## src/rtl/ser_tx.sv

```systemverilog
// Parallel-to-serial transmitter with a busy/accept handshake for gapless word streaming.
// Build option: define SER_TX_LSB_FIRST_EN to send LSB-first instead of MSB-first.
module ser_tx #(
  parameter int SER_W = 8,
  parameter int CNT_W = $clog2(SER_W)
) (
  input  logic             clk_i,
  input  logic             srst_i,
  input  logic [SER_W-1:0] data_i,
  input  logic [CNT_W-1:0] data_mod_i,
  input  logic             data_val_i,
  output logic             ser_data_o,
  output logic             ser_data_val_o,
  output logic             busy_o
);

  localparam logic [0:0] IDLE = 1'b0;
  localparam logic [0:0] SEND = 1'b1;

  localparam logic [CNT_W:0] FULL_CNT = (CNT_W+1)'(SER_W - 1);
  localparam logic [CNT_W:0] ONE_CNT  = (CNT_W+1)'(1);

  logic [0:0]       state;
  logic [SER_W-1:0] shreg_p0;
  logic [CNT_W:0]   cnt_p0;
  logic [CNT_W:0]   load_cnt;
  logic             accept;

  function automatic logic first_bit(input logic [SER_W-1:0] w);
`ifdef SER_TX_LSB_FIRST_EN
    return w[0];
`else
    return w[SER_W-1];
`endif
  endfunction

  function automatic logic [SER_W-1:0] shift_word(input logic [SER_W-1:0] w);
`ifdef SER_TX_LSB_FIRST_EN
    return w >> 1;
`else
    return w << 1;
`endif
  endfunction

  // busy_o is registered, so acceptance is possible on the last bit of a burst.
  assign accept   = data_val_i && !busy_o;
  assign load_cnt = (data_mod_i == '0) ? FULL_CNT : ({1'b0, data_mod_i} - ONE_CNT);

  // cnt_p0 counts bits remaining after the one currently on ser_data_o.
  always_ff @(posedge clk_i) begin
    if (srst_i) begin
      state          <= IDLE;
      shreg_p0       <= '0;
      cnt_p0         <= '0;
      ser_data_o     <= 1'b0;
      ser_data_val_o <= 1'b0;
      busy_o         <= 1'b0;
    end else if (accept) begin
      state          <= SEND;
      shreg_p0       <= shift_word(data_i);
      cnt_p0         <= load_cnt;
      ser_data_o     <= first_bit(data_i);
      ser_data_val_o <= 1'b1;
      busy_o         <= (load_cnt != '0);
    end else if (state == SEND && cnt_p0 != '0) begin
      shreg_p0       <= shift_word(shreg_p0);
      cnt_p0         <= cnt_p0 - ONE_CNT;
      ser_data_o     <= first_bit(shreg_p0);
      ser_data_val_o <= 1'b1;
      busy_o         <= (cnt_p0 != ONE_CNT);
    end else begin
      state          <= IDLE;
      cnt_p0         <= '0;
      ser_data_o     <= 1'b0;
      ser_data_val_o <= 1'b0;
      busy_o         <= 1'b0;
    end
  end

endmodule

```

## config.mk

```make
export PLATFORM = sky130hd
export DESIGN_NAME = ser_tx
export DESIGN_NICKNAME = d
export VERILOG_FILES = /design/src/rtl/ser_tx.sv
export SDC_FILE = /design/constraint.sdc
export NUM_CORES = 1
export LEC_CHECK = 0
export ABC_AREA = 1
export CAP_MARGIN = 20
export CELL_PAD_IN_SITES_DETAIL_PLACEMENT = 1
export CELL_PAD_IN_SITES_GLOBAL_PLACEMENT = 1
export CORE_ASPECT_RATIO = 1.2
export CORE_MARGIN = 2
export CORE_UTILIZATION = 36
export CTS_CLUSTER_SIZE = 10
export DETAILED_ROUTE_END_ITERATION = 7
export PLACE_DENSITY = 0.74
export SETUP_SLACK_MARGIN = 0.4
export SLEW_MARGIN = 20
export SYNTH_ARGS = -nofsm -noshare
export SYNTH_HDL_FRONTEND = slang
export SYNTH_SLANG_ARGS = --single-unit
```

## constraint.sdc

```tcl
create_clock -name clk_i -period 1.5 [get_ports clk_i]
set_input_delay 0.15 -clock clk_i [delete_from_list [all_inputs] [get_ports clk_i]]
set_output_delay 0.15 -clock clk_i [all_outputs]
set_load 0.05 [all_outputs]
```

==> metrics.txt, run 1 <==
status completed; most frequent cells in the layout nand2_1, buf_4, dfxtp_1; Internal Power 682 uW; Max Slew Vio Count 0; root buf cell clkbuf_4; CTS Buf Count 3; Compound-Gate Fraction of Synth Area 11.1%; Max Cap Viol 0; setup ws final 0.304 ns; worst path required time 1.74 ns; Worst Skew roughly 0.011 ns; DRT Pass-1 Iters 3; RR Startpoint cnt_p0[0]; Worst VDD drop 0.413 mV; hpwl dp 1.50 mm; Die ar. ~2800 um2; LEAKAGE 0.520 nW; library cells used by synthesis 23; hold_buf cts 0; CTS Sinks 15; Final period util 79.7%; mapped cell area ~900 um2; CP Data Arrival Time roughly 1.4 ns; placed cell area 1070 um2; setup TNS 0 ns; RSZ-0062 raised after global routing true; Top Ports 17; min-delay src data_mod_i[1]; fmax ~0.84 GHz; initial antenna violation count 0; Routed WL per cell 12.0 um; grt ovf 0; syn_nets 134; CTS max path bufs 2; Die X 49.0 um; RD Place Congestion 0.690; Via density 4.69; row cnt 19; worst r2r dst shreg_p0[3]; Seq pwr share 43.8%; CP Launch Type register; Yosys warning total 0; pwr dens ~800 nW/um2; R2R depth 8; area share of and/or/nand/nor cells after synthesis 37.3%; Routed Antenna Nets 0; clock slew at reported path FFs around 0.1 ns; most common cell after layout, fill and taps aside nand2_1; Psw 335 uW; routed vias 825; slew margin rel. 84.8%; worst-margin pin slew 0.228 ns; Layout Cells excl Fill 176; final hold vios 0; min-delay worst type primary input to register; dpl cells about 160; CORE AREA 2310 um2; Die Y-Extent 58.0 um; Design Area, Final 1240 um2; DRC 0; Clock power frac roughly a quarter; first-pass GRT wire length 3.80 mm; Layout area overhead 41.1%; Hold Path Stages 4; largest family of logic cells by synthesized area simple AND/OR/NAND/NOR gates; CTS H-tree lvls 1; endpoints failing setup 0; kind of critical path register to register; gr usage total 17.3%; Final Net Count 165; Iter 0 DRT Violations 7; reg2reg setup slack 0.30 ns; PortBufs 16; Worst Hold End cnt_p0[3]; crit-path max FO 7; vias in the first global route roughly 910; flops & latches, synth 15; ant diodes 0; Clock Latency Late Sink 0.29 ns; Sw Ratio around a third; post-synthesis average cell area 7.62 um2; largest net degree at the start of global routing 16; Comb power frac approximately a third; Synth Area in XOR/XNOR 1.00%; min Tclk post-route roughly 1.2 ns; Mapped Cells 115; Seq/Total Area, Yosys 34.3%; share of cells above drive strength 1 36.6%; multiplexer area fraction after synthesis 0%; Final Total Pwr 1.02 mW; Critical Path Sink Type register; total wire length around 2.1 mm; CTS tree yes; pre-CTS WS -0.0809 ns; starting density of the core 38.0%; post-synthesis adder-cell area fraction 7.14%
## metrics by stage
stage          utilization (%)  hold slack (ns)
2_1_floorplan                -            0.212
3_3_place_gp              46.4            0.455
3_5_place_dp              46.4            0.460
4_1_cts                   53.6            0.335
5_1_grt                   53.6            0.349
6_report                  53.6            0.339
## cell usage after synthesis, drive strengths merged
master / count / share of area [%]
a21oi: 14 / 11
buf: 4 / 5.0
dfxtp: 15 / 34
ha: 5 / 7.1
inv: 9 / 4.1
nand2: 45 / 25
nand3: 10 / 5.7
nand3b: 1 / 0.86
nor2: 8 / 4.3
nor3b: 1 / 0.86
o21ai: 1 / 0.57
or2: 1 / 0.71
xor2: 1 / 1.0
## routing by layer
layer  vias to the layer above  GRT usage, %  wire, um
met5                         -             0         0
met4                         0          6.12        12
met3                         2          3.35        52
met2                        10          34.2      1220
met1                       388          17.9       824
li1                        425             -         -
## cell families (layout without fill, tap and decap cells)
kind of cell	Yosys count	in the layout
fa+ha+maj	5	5
compound gates	15	15
flops	15	15
xor+xnor	1	1
buf+inv	13	43
simple gates	66	66
## worst max-delay path by stage
stage	startpoint	endpoint	slack, ns	cells past startpoint
2_1_floorplan	busy_o	busy_o	0.38	8
3_3_place_gp	data_mod_i[0]	busy_o	0.004	9
3_5_place_dp	data_mod_i[0]	busy_o	-0.08	9
4_1_cts	cnt_p0[0]	cnt_p0[0]	0.32	7
5_1_grt	cnt_p0[0]	shreg_p0[5]	0.24	8
6_report	cnt_p0[0]	shreg_p0[3]	0.30	8
## worst max-delay path, stage by stage, from the launching register on
cell	delay (ns)
dfxtp_2	0.37
inv_4	0.04
ha_4	0.17
nand2_4	0.08
nand2_8	0.08
buf_12	0.14
nand2_8	0.08
nand2_2	0.06
a21oi_2	0.11
## cell type report
class	instances	area (um2)
tap	31	38.8
clock buffer	4	26.3
timing repair buffer	30	280
fill	295	1070
multi-input combinational	87	546
sequential	15	307
inverter	9	38.8
## timing repair
action                                 CTS  global route
setup buffers                            9             0
setup endpoints to repair               13            14
resized for setup                       16             0
pin swaps                               15             4
endpoints found under the hold margin    0             0
## power by group through the flow
stage	sequential, mW	clock (mW)	combinational, mW
2_1_floorplan	0.471	0	0.166
3_3_place_gp	0.451	0	0.258
3_5_place_dp	0.453	0	0.265
4_1_cts	0.446	0.247	0.328
5_1_grt	0.450	0.271	0.360
6_report	0.446	0.244	0.327
## state kept, by name, indices dropped and copies added, names as in the netlist
signal / flops
shreg_p0: 7
cnt_p0: 4
busy_o: 1
ser_data_o: 1
ser_data_val_o: 1
state: 1
Note: power is estimated with default switching activity, not from simulation.
==> run 2, diff against run 1 <==
--- a/config.mk
+++ b/config.mk
@@ -11,10 +11,10 @@
 export CELL_PAD_IN_SITES_GLOBAL_PLACEMENT = 1
 export CORE_ASPECT_RATIO = 1.2
 export CORE_MARGIN = 2
-export CORE_UTILIZATION = 36
+export CORE_UTILIZATION = 32
 export CTS_CLUSTER_SIZE = 10
 export DETAILED_ROUTE_END_ITERATION = 7
-export PLACE_DENSITY = 0.74
+export PLACE_DENSITY = 0.69
 export SETUP_SLACK_MARGIN = 0.4
 export SLEW_MARGIN = 20
 export SYNTH_ARGS = -nofsm -noshare
==> constraint.sdc (replaced) <==
create_clock -name clk_i -period 1.1 [get_ports clk_i]
set_input_delay 0.11 -clock clk_i [delete_from_list [all_inputs] [get_ports clk_i]]
set_output_delay 0.11 -clock clk_i [all_outputs]
set_load 0.05 [all_outputs]
==> run 2 against run 1 <==
Against the previous run: the flow now finishes with violations (setup timing); sequential share of layout area is 2.6 points lower; via count rose by 5.0%; total power grew 43%; sequential power up 37%; critical endpoint is now busy_o; largest cell class unchanged.
==> metrics.txt, run 2 (synthesis results as in run 1) <==
setup ws final -0.0910 ns; final hold vios 0; Multi-input gate area slightly above 600 um2; Routed Antenna Nets 0; CTS max path bufs 2; worst path required time roughly 1.3 ns; R2R depth 7; share of cells above drive strength 1 46.7%; CTS H-tree lvls 1; hpwl dp approximately 1.6 mm; worst-margin pin slew 0.234 ns; Layout area overhead 58.7%; reg2reg setup slack -0.09 ns; Psw about 480 uW; Fill cells 309; endpoints failing setup 11; CTS Sinks 15; min Tclk post-route 1.19 ns; CP Data Arrival Time 1.41 ns; min-delay worst type primary input to register; Internal Power 981 uW; Routed WL per cell 13.0 um; initial antenna violation count 0; vias in the first global route ~900; pre-CTS WS -0.419 ns; kind of critical path register to register; Clock power frac 21.6%; Seq pwr share 42.1%; RSZ-0062 raised after global routing true; Worst VDD drop 0.653 mV; Top Ports 17; LEAKAGE 0.567 nW; DRC 0; row cnt 20; routed vias 866; Regs by FF count shreg_p0 (7), cnt_p0 (4); FF/Latch Area approximately 310 um2; PortBufs 16; Max Cap Viol 0; Sw Ratio 32.6%; CP Launch Type register; slew margin rel. 84.4%; status complete, but fails checks; ant diodes 0; Max Slew Vio Count 0; Iter 0 DRT Violations 10; fmax 0.840 GHz; Die X 51.8 um; gr usage total between 15 and 20%; Biggest register shreg_p0; Critical Path Sink Type register; total wire length 2.38 mm; Comb power frac 36.3%; CORE AREA 2580 um2; largest net degree at the start of global routing 16; Via density around 4.7; Hold Path Stages 3; Die Y-Extent roughly 60 um; clock slew at reported path FFs 0.09 ns; Worst Skew 0.00645 ns; failing checks setup timing; grt ovf 0; CTS Buf Count 3; pwr dens 1050 nW/um2; first-pass GRT wire length 3.69 mm; Clock Latency Late Sink 0.28 ns; Final period util 108%; max reg flops 7; most common cell after layout, fill and taps aside nand2_1; crit-path max FO 2; RD Place Congestion 0.709; Die ar. 3170 um2; root buf cell clkbuf_4; CTS tree yes; Final Net Count 170; final core occ 53.9%; starting density of the core 34.0%; most frequent cells in the layout nand2_1, a21oi_2, buf_4; DRT Pass-1 Iters 4
-- run 2: metal layers --
layer	wire length (um)	share of wire, %	global-route usage, %	vias to the layer above
li1	-	-	-	433
met1	931	39	15.3	417
met5	0	0	0	-
met3	51	2.1	1.46	4
met2	1350	57	31.5	12
met4	43	1.8	7.52	0
-- run 2: path summary, 6_finish.rpt --
path / start / end
worst max-delay path: cnt_p0[0] / busy_o
worst max register to register: cnt_p0[0] / busy_o
worst min register to register: shreg_p0[7] / ser_data_o
worst min-delay path: data_i[7] / ser_data_o
-- run 2: power groups by stage --
stage / Sequential (mW) / Clock, mW / Combinational, mW
floorplan: 0.643 / 0 / 0.238
global placement: 0.618 / 0 / 0.417
detailed placement: 0.621 / 0 / 0.429
CTS: 0.612 / 0.337 / 0.475
global route: 0.617 / 0.356 / 0.573
finish: 0.613 / 0.314 / 0.528
-- run 2: area by class of cell --
class / count / area share (%)
multi-input combinational: 87 / 43.8
timing repair buffer: 35 / 26.3
sequential: 15 / 22.2
tap: 33 / 2.97
inverter: 9 / 2.79
clock buffer: 4 / 1.89
-- run 2: repair_timing --
action | 4_1_cts | 5_1_grt
setup buffers | 4 | 3
hold buffers | 0 | 0
pin swaps | 9 | 7
resized for setup | 19 | 17
hold endpoints to repair | 0 | 0
setup endpoints to repair | 18 | 18
-- run 2: stage by stage --
| stage | cell area (um2) | TNS, ns | cells | power (mW) | hold slack [ns] |
|---|---|---|---|---|---|
| detailed placement | 1190 | -2.83 | 172 | 1.05 | 0.457 |
| CTS | 1300 | -0.394 | 180 | 1.42 | 0.382 |
| floorplan | 900 | -0.127 | 115 | 0.881 | 0.172 |
| global placement | 1190 | -2.26 | 172 | 1.03 | 0.455 |
| finish | 1390 | -0.585 | 183 | 1.46 | 0.397 |
| global route | 1390 | -1.28 | 183 | 1.55 | 0.401 |
-- run 2: worst max-delay path: stages, from the launching register on --
cell	delay, ns
dfxtp_2	0.34
buf_4	0.13
buf_6	0.10
ha_2	0.16
nor3b_4	0.15
nor2_2	0.13
nor2_1	0.06
nor2_1	0.07
==> run 3, diff against run 2 <==
--- a/config.mk
+++ b/config.mk
@@ -7,7 +7,7 @@
 export LEC_CHECK = 0
 export ABC_AREA = 1
 export CAP_MARGIN = 20
-export CELL_PAD_IN_SITES_DETAIL_PLACEMENT = 1
+export CELL_PAD_IN_SITES_DETAIL_PLACEMENT = 0
 export CELL_PAD_IN_SITES_GLOBAL_PLACEMENT = 1
 export CORE_ASPECT_RATIO = 1.2
 export CORE_MARGIN = 2
@@ -15,6 +15,7 @@
 export CTS_CLUSTER_SIZE = 10
 export DETAILED_ROUTE_END_ITERATION = 7
 export PLACE_DENSITY = 0.69
+export RECOVER_POWER = 25
 export SETUP_SLACK_MARGIN = 0.4
 export SLEW_MARGIN = 20
 export SYNTH_ARGS = -nofsm -noshare
==> run 3 against run 2 <==
Against the previous run: the flow still finishes with violations (setup timing); sequential share of layout area increased by 0.18 points; wire length decreased by 17%; non-clock buffer count unchanged; global-route usage is 1.1 points lower; setup slack better by 0.037 ns; maximum frequency is 3.2% higher; core utilization fell by 0.87 points; hold slack lost 0.093 ns; first-iteration DRC count fell by 10%; sequential power hardly changed; clock skew grew 0.0017 ns; clock power up 6%; critical path type unchanged; highest routed layer unchanged.
==> metrics.txt, run 3 (synthesis results as in run 1) <==
status complete, but fails checks; failing checks setup timing; ant diodes 0; crit-path max FO 5; CTS max path bufs 2; CORE AREA 2580 um2; Hold Path Stages 5; DRC 0; share of cells above drive strength 1 45.0%; initial antenna violation count 0; worst-margin pin slew about 0.32 ns; Worst Skew 0.00812 ns; total wire length 1.97 mm; Comb power frac a little over a third; gr usage total 14.3%; Slowest Stage Delay on Critical Path 0.35 ns; setup ws final -0.0545 ns; CP Cell Sequence inv_2 > ha_4 > nand2_4 > nand2_8 > nor2_4 > nand2_1 > a21oi_1; fmax 0.866 GHz; Regs by FF count shreg_p0 (7), cnt_p0 (4); reg2reg setup slack -0.05 ns; LEAKAGE a little under 0.6 nW; routed vias approximately 830; RR Startpoint cnt_p0[1]; hpwl dp around 1.4 mm; Worst Hold End cnt_p0[3]; Routed WL per cell 10.7 um; first-pass GRT wire length 3.38 mm; largest net degree at the start of global routing 16; endpoints failing setup 11; worst path required time 1.32 ns; RSZ-0062 raised after global routing true; row cnt 20; slew margin rel. 78.8%; setup TNS -0.371 ns; pwr dens approximately 1100 nW/um2; Final period util 105%; Via density 4.50; Max Slew Vio Count 0; Die ar. 3170 um2; CTS tree yes; Die Y-Extent between 60 and 70 um; grt ovf 0; Clock Latency Late Sink 0.29 ns; most frequent cells in the layout nand2_1, buf_4, dfxtp_1, clkdlybuf4s50_1, a21oi_2; Worst path depth 7; hold_buf cts 0; CP Data Arrival Time 1.37 ns; CTS Sinks 15; R2R depth 7; Final Net Count 171; Bufs and invs on worst path 1; min-delay worst type primary input to register; Largest delay share family, worst path simple AND/OR/NAND/NOR gates; CP Launch Type register; RD Place Congestion 0.709; PortBufs 16; most common cell after layout, fill and taps aside nand2_1; Clock power frac a little under a quarter; Biggest register shreg_p0; Slowest-stage cell, CP dfxtp_2; Final Total Pwr 1.45 mW; max reg flops 7; DRT Pass-1 Iters 3; Sw Ratio 33.4%; kind of critical path register to register; Routed Antenna Nets 0; CTS H-tree lvls 1; Iter 0 DRT Violations 9; Internal Power 964 uW; Layout area overhead 56.1%; CTS Buf Count 3; Max Cap Viol 0; clock slew at reported path FFs 0.11 ns; min Tclk post-route roughly 1.2 ns; root buf cell clkbuf_4; Seq pwr share between 40% and 50%; Die X 51.8 um; vias in the first global route 805; min-delay src data_mod_i[1]; Critical Path Sink Type register; worst r2r dst ser_data_o; Top Ports 17; final hold vios 0; Worst VDD drop between 0.6 and 0.7 mV; starting density of the core 34.0%; Psw 484 uW
run 3: area by class of cell:
cell class | count | area (um2)
fillers | 260 | 1210
multi-input cells | 88 | 604
repair buffers | 35 | 352
flip-flops and latches | 15 | 307
well taps | 33 | 41.3
inverters | 9 | 36.3
clock buffers | 3 | 22.5
clock inverters | 1 | 5.00
run 3: worst max-delay path by stage:
stage	from	to	slack, ns
after global placement	data_mod_i[0]	busy_o	-0.35
after floorplan	busy_o	busy_o	-0.02
final	cnt_p0[1]	ser_data_o	-0.05
after CTS	cnt_p0[1]	cnt_p0[1]	-0.08
after detailed placement	data_mod_i[1]	busy_o	-0.42
after global routing	cnt_p0[0]	ser_data_o	-0.13
run 3: power by group through the flow:
| stage | Sequential (mW) | Combinational [mW] | Clock (mW) |
|---|---|---|---|
| 2_1_floorplan | 0.643 | 0.238 | 0 |
| 3_3_place_gp | 0.618 | 0.417 | 0 |
| 3_5_place_dp | 0.619 | 0.423 | 0 |
| 4_1_cts | 0.613 | 0.477 | 0.341 |
| 5_1_grt | 0.616 | 0.548 | 0.364 |
| 6_report | 0.611 | 0.503 | 0.333 |
run 3: worst reg2reg max path, delay by kind of cell (launching register included):
kind | cells | cell delay (ns)
buffers and inverters | 1 | 0.05
DFF | 1 | 0.35
adders and majority gates | 1 | 0.16
and+or+nand+nor | 4 | 0.41
AOI/OAI and AO/OA | 1 | 0.12
run 3: metrics by stage:
stage / area [um2] / worst slack, ns / hold WS (ns) / instances / utilization [%]
after floorplan: 900 / -0.0245 / 0.172 / 115 / -
after global placement: 1190 / -0.354 / 0.455 / 172 / 46.2
after detailed placement: 1190 / -0.421 / 0.462 / 172 / 46.2
after CTS: 1300 / -0.0787 / 0.374 / 182 / 50.6
after global routing: 1370 / -0.134 / 0.319 / 184 / 53.1
final: 1370 / -0.0545 / 0.304 / 184 / 53.1
run 3: timing repair:
| action | 4_1_cts | 5_1_grt |
|---|---|---|
| gates resized for setup | 9 | 14 |
| setup buffers | 5 | 2 |
| pin swaps | 2 | 10 |
| cloned | 1 | 0 |
| setup endpoints to repair | 18 | 18 |
run 3: metal layers:
layer  up-vias  GRT usage [%]  wire length, um
li1        437              -                -
met1       379           14.7              817
met5         -              0                0
met4         0           7.89               19
met3         2           2.91               57
met2        10           27.1             1080
